$ cat src/rtl/div_repsub.sv
// Unsigned divider by repeated subtraction: the dividend and then the divisor arrive
// on data_in over two cycles; quotient and remainder are held while done is high.
module div_repsub #(
   parameter int WIDTH = 16
) (
   input  logic             clk,
   input  logic             rst,
   input  logic             start,
   input  logic [WIDTH-1:0] data_in,
   output logic [WIDTH-1:0] quotient,
   output logic [WIDTH-1:0] remainder,
   output logic             busy,
   output logic             done,
   output logic             div_by_zero
);

   typedef enum logic [1:0] {
      S_IDLE   = 2'd0,
      S_LOAD_B = 2'd1,
      S_RUN    = 2'd2,
      S_DONE   = 2'd3
   } state_t;

   state_t           state_q, state_d;
   logic [WIDTH-1:0] r_q, r_d;
   logic [WIDTH-1:0] d_q, d_d;
   logic [WIDTH-1:0] q_q, q_d;
   logic             dbz_q, dbz_d;

   always_ff @(posedge clk or posedge rst) begin
      if (rst) begin
         state_q <= S_IDLE;
         r_q     <= '0;
         d_q     <= '0;
         q_q     <= '0;
         dbz_q   <= 1'b0;
      end else begin
         state_q <= state_d;
         r_q     <= r_d;
         d_q     <= d_d;
         q_q     <= q_d;
         dbz_q   <= dbz_d;
      end
   end

   always_comb begin
      state_d = state_q;
      r_d     = r_q;
      d_d     = d_q;
      q_d     = q_q;
      dbz_d   = dbz_q;
      unique case (state_q)
         // IDLE and DONE accept a new request identically.
         S_IDLE, S_DONE: begin
            if (start) begin
               r_d     = data_in;
               q_d     = '0;
               dbz_d   = 1'b0;
               state_d = S_LOAD_B;
            end
         end
         S_LOAD_B: begin
            d_d     = data_in;
            state_d = S_RUN;
         end
         S_RUN: begin
            if (d_q == '0) begin
               q_d     = '1;
               dbz_d   = 1'b1;
               state_d = S_DONE;
            end else if (r_q >= d_q) begin
               r_d = r_q - d_q;
               q_d = q_q + 1'b1;
            end else begin
               state_d = S_DONE;
            end
         end
         default: state_d = S_IDLE;
      endcase
   end

   assign quotient    = q_q;
   assign remainder   = r_q;
   assign busy        = (state_q == S_LOAD_B) || (state_q == S_RUN);
   assign done        = (state_q == S_DONE);
   assign div_by_zero = dbz_q;

endmodule
$ cat config.mk
export PLATFORM = sky130hd
export DESIGN_NAME = div_repsub
export DESIGN_NICKNAME = d
export VERILOG_FILES = /design/src/rtl/div_repsub.sv
export SDC_FILE = /design/constraint.sdc
export NUM_CORES = 1
export LEC_CHECK = 0
export ABC_CLOCK_PERIOD_IN_PS = 3300
export CAP_MARGIN = 20
export CORE_ASPECT_RATIO = 1.25
export CORE_UTILIZATION = 45
export CTS_CLUSTER_DIAMETER = 40
export DETAILED_ROUTE_END_ITERATION = 8
export MAX_ROUTING_LAYER = met4
export PLACE_DENSITY = 0.69
export SLEW_MARGIN = 20
export SYNTH_ARGS = -nofsm -noshare
export SYNTH_HDL_FRONTEND = slang
export SYNTH_SLANG_ARGS = --single-unit
$ cat constraint.sdc
create_clock -name clk -period 3.3 [get_ports clk]
set_input_delay 0.825 -clock clk [delete_from_list [all_inputs] [get_ports clk]]
set_output_delay 0.825 -clock clk [all_outputs]
set_load 0.01 [all_outputs]
==> results.ini, run 1 <==
[power_and_ir_drop]
p_total_mw = 4.83
p_leak_nw = 1.72
ir_worst_vdd_mv = 0.661
power_density_nw_per_um2 = 1160

[synthesis]
yosysWarnings = 0
syn_avg_cell_area_um2 = 9.15
syn_inst = 379
netlist.area_leader.share_pct = 36.8
seq_area_frac_synth_pct = 36.8
syn_area_um2 = 3470
yosys-top-cells-area = dfrtp_1, ha_1, nand2_1
synth-edff-count = 0
synthArstFlopShare_pct = 100
synthTopCellsByCount = dfrtp_1, nand2_1, inv_1, a21oi_1, o21ai_0
synth_flop_cell = dfrtp_1
yosys.area.top_type = dfrtp_1
synth_most_common_cell = dfrtp_1
ys_seq_elements = 51
synthDistinctLibCells = 63
synth_nets = 419

[placement]
hpwl_um = 6250
portBuffers = 53
place_inst = 513
place.gp.congestion = 0.830

[setup_path]
worstPathArrival_ns = 3.20
crit_fanout = 9
ff2ff_path_depth = 11
critPathKind = flip-flop to flip-flop
crit_path_end_kind = flip-flop
worstPathRequired_ns = 3.51
critPathLaunchType = flip-flop

[global_route]
grt_pass1_vias = 3059
grt-ovfl-total = 0
gr-usage-all-layers_pct = 23.5
grt_util_met1_pct = 28.2
grt_pass1_wl_um = 14300
grt_max_degree = 52
grt_antenna_before_repair = 0
grt.met3_usage_pct = 3.91
top_usage_layer = met2
use_met2_pct = 38.2

[routing]
ant_nets = 0
wire_per_inst_um = 16.5
drcViolationCount = 0
via_per_inst = 5.89
wirelength_um = 8590
num_vias = 3071
drt_iter0_drc = 201
dr.pass1.iters = 5

[die]
die_height_um = 100
io_pins = 54
die_width_um = 80.5
rows = 35
floorplan.core_area_um2 = 7400
fp.dieArea_um2 = 8060
start_util_pct = 46.9

[final_layout]
multi_input_area_um2 = 1980
antennaDiodeCount = 0
fillers = 683
nNetsFinal = 468
syn2layout_area_growth_pct = 20.6
seq_area_um2 = 1280
stdcell_count = 521
drive_gt1_share_pct = 8.86

[timing]
tns_ns = 0
post-route-min-period_ns = 2.98
slew_headroom_pct = 50.8
tightest_slew_ns = 0.735
setup_viol = 0
whs_ns = 0.529
rsz0062_at_grt = no
clock_skew_ns = 0.0138
fmax_ghz = 0.335
hold_viol = 0
slew_viol_final = 0
fin_crit_sh_pct = 90.4

[flow_run]
cap_viol_max_count = 0

[clocking]
cts_root_buf = clkbuf_8
htreeDepth = 2
max-clock-path-buffers = 2
tritoncts = yes
numCtsBuffers = 5
post_cts_resized = 0
clk_pin_slew_worst_paths_ns = 0.12
cts_hold_buf = 0
clk_latency_ns = 0.32
clock_sinks = 51
post_cts_buffers = 0

[min_path]
hp-class = flip-flop to flip-flop
hold_depth = 1

[status]
status = complete, no violations

stage by stage:
step / worst slack (ns) / cell area (µm²) / util (%)
global placement: 0.283 / 4090 / 55.2
global route: 0.0822 / 4180 / 56.5
floorplan: 0.573 / 3470 / -
CTS: 0.145 / 4180 / 56.5
detailed placement: 0.151 / 4090 / 55.2
finish: 0.318 / 4180 / 56.5
kinds of logic after synthesis:
family | Yosys count | share of synthesized area [%]
adder cells (fa/ha/maj) | 21 | 7.79
XOR/XNOR | 8 | 2.02
AO/OA/AOI/OAI | 111 | 22.6
AND/OR/NAND/NOR | 116 | 16.8
flip-flops | 51 | 36.8
multiplexers | 24 | 7.86
buffers and inverters | 48 | 6.06
path summary, 6_finish.rpt:
path | start | endpoint | slack (ns)
setup / recovery | remainder[0] | quotient[8] | 0.32
hold / removal | remainder[5] | remainder[5] | 0.53
setup reg to reg | remainder[0] | quotient[8] | 0.32
hold reg to reg | remainder[5] | remainder[5] | 0.53
max in group asynchronous | rst | remainder[4] | 2.19
min in group asynchronous | rst | quotient[7] | 0.86
registers in the layout, summed over array words and instances, names as in the netlist:
register,count
state_q,2
div_by_zero,1
d_q,16
remainder,16
quotient,16
cell type report:
cell class | count | area share, %
tap | 92 | 2.75
inverter | 29 | 2.60
sequential | 51 | 30.5
timing repair buffer | 61 | 14.4
clock inverter | 3 | 0.688
multi-input combinational | 280 | 47.4
clock buffer | 5 | 1.64
report_power, final:
group / total (mW) / leakage (nW) / switching, mW / internal [mW]
clock network: 0.403 / 0.0502 / 0.245 / 0.158
registers: 1.14 / 0.629 / 0.235 / 0.902
logic: 3.29 / 1.05 / 1.80 / 1.49
total: 4.83 / 1.72 / 2.28 / 2.55
placed cells by master (no fill, tap or decap), types with 5 or more instances in the layout:
cell type / instances
clkdlybuf4s50_1: 53
a21oi_1: 26
mux2_2: 9
nor3_1: 5
or4_1: 5
nand2_1: 41
ha_1: 20
clkbuf_8: 5
a2bb2oi_1: 6
nand4_1: 12
o21ai_0: 25
nor2_1: 15
nor4_1: 5
mux2_1: 9
buf_4: 7
a31oi_1: 7
dfrtp_1: 51
xnor2_1: 7
nand3_1: 15
inv_1: 28
critical path: stages, from the launching register on:
cell and delay [ns]:
dfrtp_1 0.40, inv_1 0.08, ha_1 0.17, inv_1 0.05, fa_1 0.43, a211oi_2 0.27
o31ai_4 0.11, buf_4 0.18, o211ai_2 0.22, a31o_1 0.37, nand2_1 0.27, o221a_1 0.31
metal layers:
metal	vias to the layer above	share of wire, %
li1	1500	-
met1	1453	44
met2	100	49
met4	0	2.4
met5	-	0
met3	18	5.0
(Power assumes the default switching activity.)
==> run 2, diff against run 1 <==
PLACE_DENSITY = 0.73   (was 0.69)
==> results.ini, run 2 (synthesis gave the netlist of run 1 again) <==
[status]
status = complete, no violations

[final_layout]
stdcell_count = 523
antennaDiodeCount = 0
final_cell_mix = clkdlybuf4s50_1, dfrtp_1, nand2_1
drive_gt1_share_pct = 9.28
fin_util_pct = 56.8
nNetsFinal = 470
final_common_cell = clkdlybuf4s50_1
syn2layout_area_growth_pct = 21.3

[clocking]
clock_sinks = 51
max-clock-path-buffers = 2
clk_latency_ns = 0.31
clk_pin_slew_worst_paths_ns = 0.10
numCtsBuffers = 5
cts_root_buf = clkbuf_8
cts_hold_buf = 0
tritoncts = yes
htreeDepth = 2

[min_path]
hold_depth = 1
min_from = remainder[8]
worstHoldEndpoint = remainder[8]
hp-class = flip-flop to flip-flop

[timing]
post-route-min-period_ns = 2.93
slew_headroom_pct = 48.8
fmax_ghz = 0.342
fin_crit_sh_pct = 88.7
hold_viol = 0
tns_ns = 0
rsz0062_at_grt = no
slew_viol_final = 0
tightest_slew_ns = 0.764
setup_viol = 0
clock_skew_ns = 0.00840
whs_ns = 0.539

[global_route]
grt-ovfl-total = 0
grt_pass1_wl_um = 15400
grt_pass1_vias = 3204
grt_antenna_before_repair = 0
grt_max_degree = 33
gr-usage-all-layers_pct = 25.3

[routing]
via_per_inst = 5.93
wire_per_inst_um = 17.4
ant_nets = 0
num_vias = 3102
drt_iter0_drc = 114
drcViolationCount = 0
dr.pass1.iters = 5
wirelength_um = 9100

[power_and_ir_drop]
p_int_mw = 2.63
p_switching_mw = 2.31
pwr-share-comb_pct = 67.4
power_density_nw_per_um2 = 1170
ir_worst_vdd_mv = 0.669
swShare_pct = 46.7
clkPwrFrac_pct = 9.3
sequentialPowerShare_pct = 23.2
p_leak_nw = 1.74
p_total_mw = 4.93

[setup_path]
worstPathRequired_ns = 3.50
crit_path_end_kind = flip-flop
crit_fanout = 16
ff2ff_path_depth = 11
r2r_end = remainder[15]
critPathLaunchType = flip-flop
critPathKind = flip-flop to flip-flop
worstPathArrival_ns = 3.13
regToRegSetupSlack_ns = 0.37
r2r_start = remainder[0]

[placement]
place_inst = 515
place.gp.congestion = 0.908
hpwl_um = 6720
portBuffers = 53

[die]
floorplan.core_area_um2 = 7400
start_util_pct = 46.9
rows = 35
io_pins = 54
fp.dieArea_um2 = 8060
die_width_um = 80.5
die_height_um = 100

[flow_run]
cap_viol_max_count = 0

run 2: power groups by stage:
stage                     Sequential (mW)  Clock, mW  Combinational, mW
final                                1.15      0.461               3.33
after CTS                            1.15      0.476               3.32
after detailed placement             1.15          0               3.30
after floorplan                      1.16          0               2.32
after global routing                 1.19      0.498               3.67
after global placement               1.14          0               3.21
run 2: worst max-delay path by stage:
stage | depth (start not counted) | slack [ns] | from | endpoint
final | 11 | 0.37 | remainder[0] | remainder[15]
after global routing | 11 | 0.21 | remainder[0] | remainder[15]
after CTS | 10 | 0.12 | remainder[0] | remainder[1]
after detailed placement | 10 | 0.14 | remainder[0] | remainder[1]
after global placement | 11 | 0.26 | remainder[0] | remainder[15]
after floorplan | 12 | 0.57 | remainder[0] | remainder[11]
run 2: metrics by stage:
stage	cell area, µm²	setup slack [ns]
after detailed placement	4090	0.141
after global placement	4090	0.264
after CTS	4210	0.123
after global routing	4210	0.207
final	4210	0.372
after floorplan	3470	0.573
run 2: cell type report:
cell class	instances	area, µm²
timing repair buffer	63	606
sequential	51	1280
tap	92	115
multi-input combinational	280	1980
clock inverter	2	35.0
fill	682	3190
inverter	29	109
clock buffer	6	82.6
run 2: repair_timing:
action                     CTS  global route
setup endpoints to repair    0            13
gates resized for setup      0             1
setup buffers                0             0
run 2: critical path, stage by stage (launching register included):
cell and delay (ns):
dfrtp_1 0.39, inv_1 0.08, ha_1 0.17, inv_1 0.05, fa_1 0.42, a211oi_2 0.27, o31ai_4 0.15, o2111ai_2 0.27
o211ai_4 0.17, and2_2 0.43, buf_4 0.22, o22a_1 0.18
run 2: metal layers:
metal	global-route usage, %	vias to the layer above	part of all wire [%]
li1	-	1496	-
met1	28.9	1470	41
met2	44.5	113	52
met3	3.09	23	5.0
met4	9.62	0	2.3
met5	-	-	0
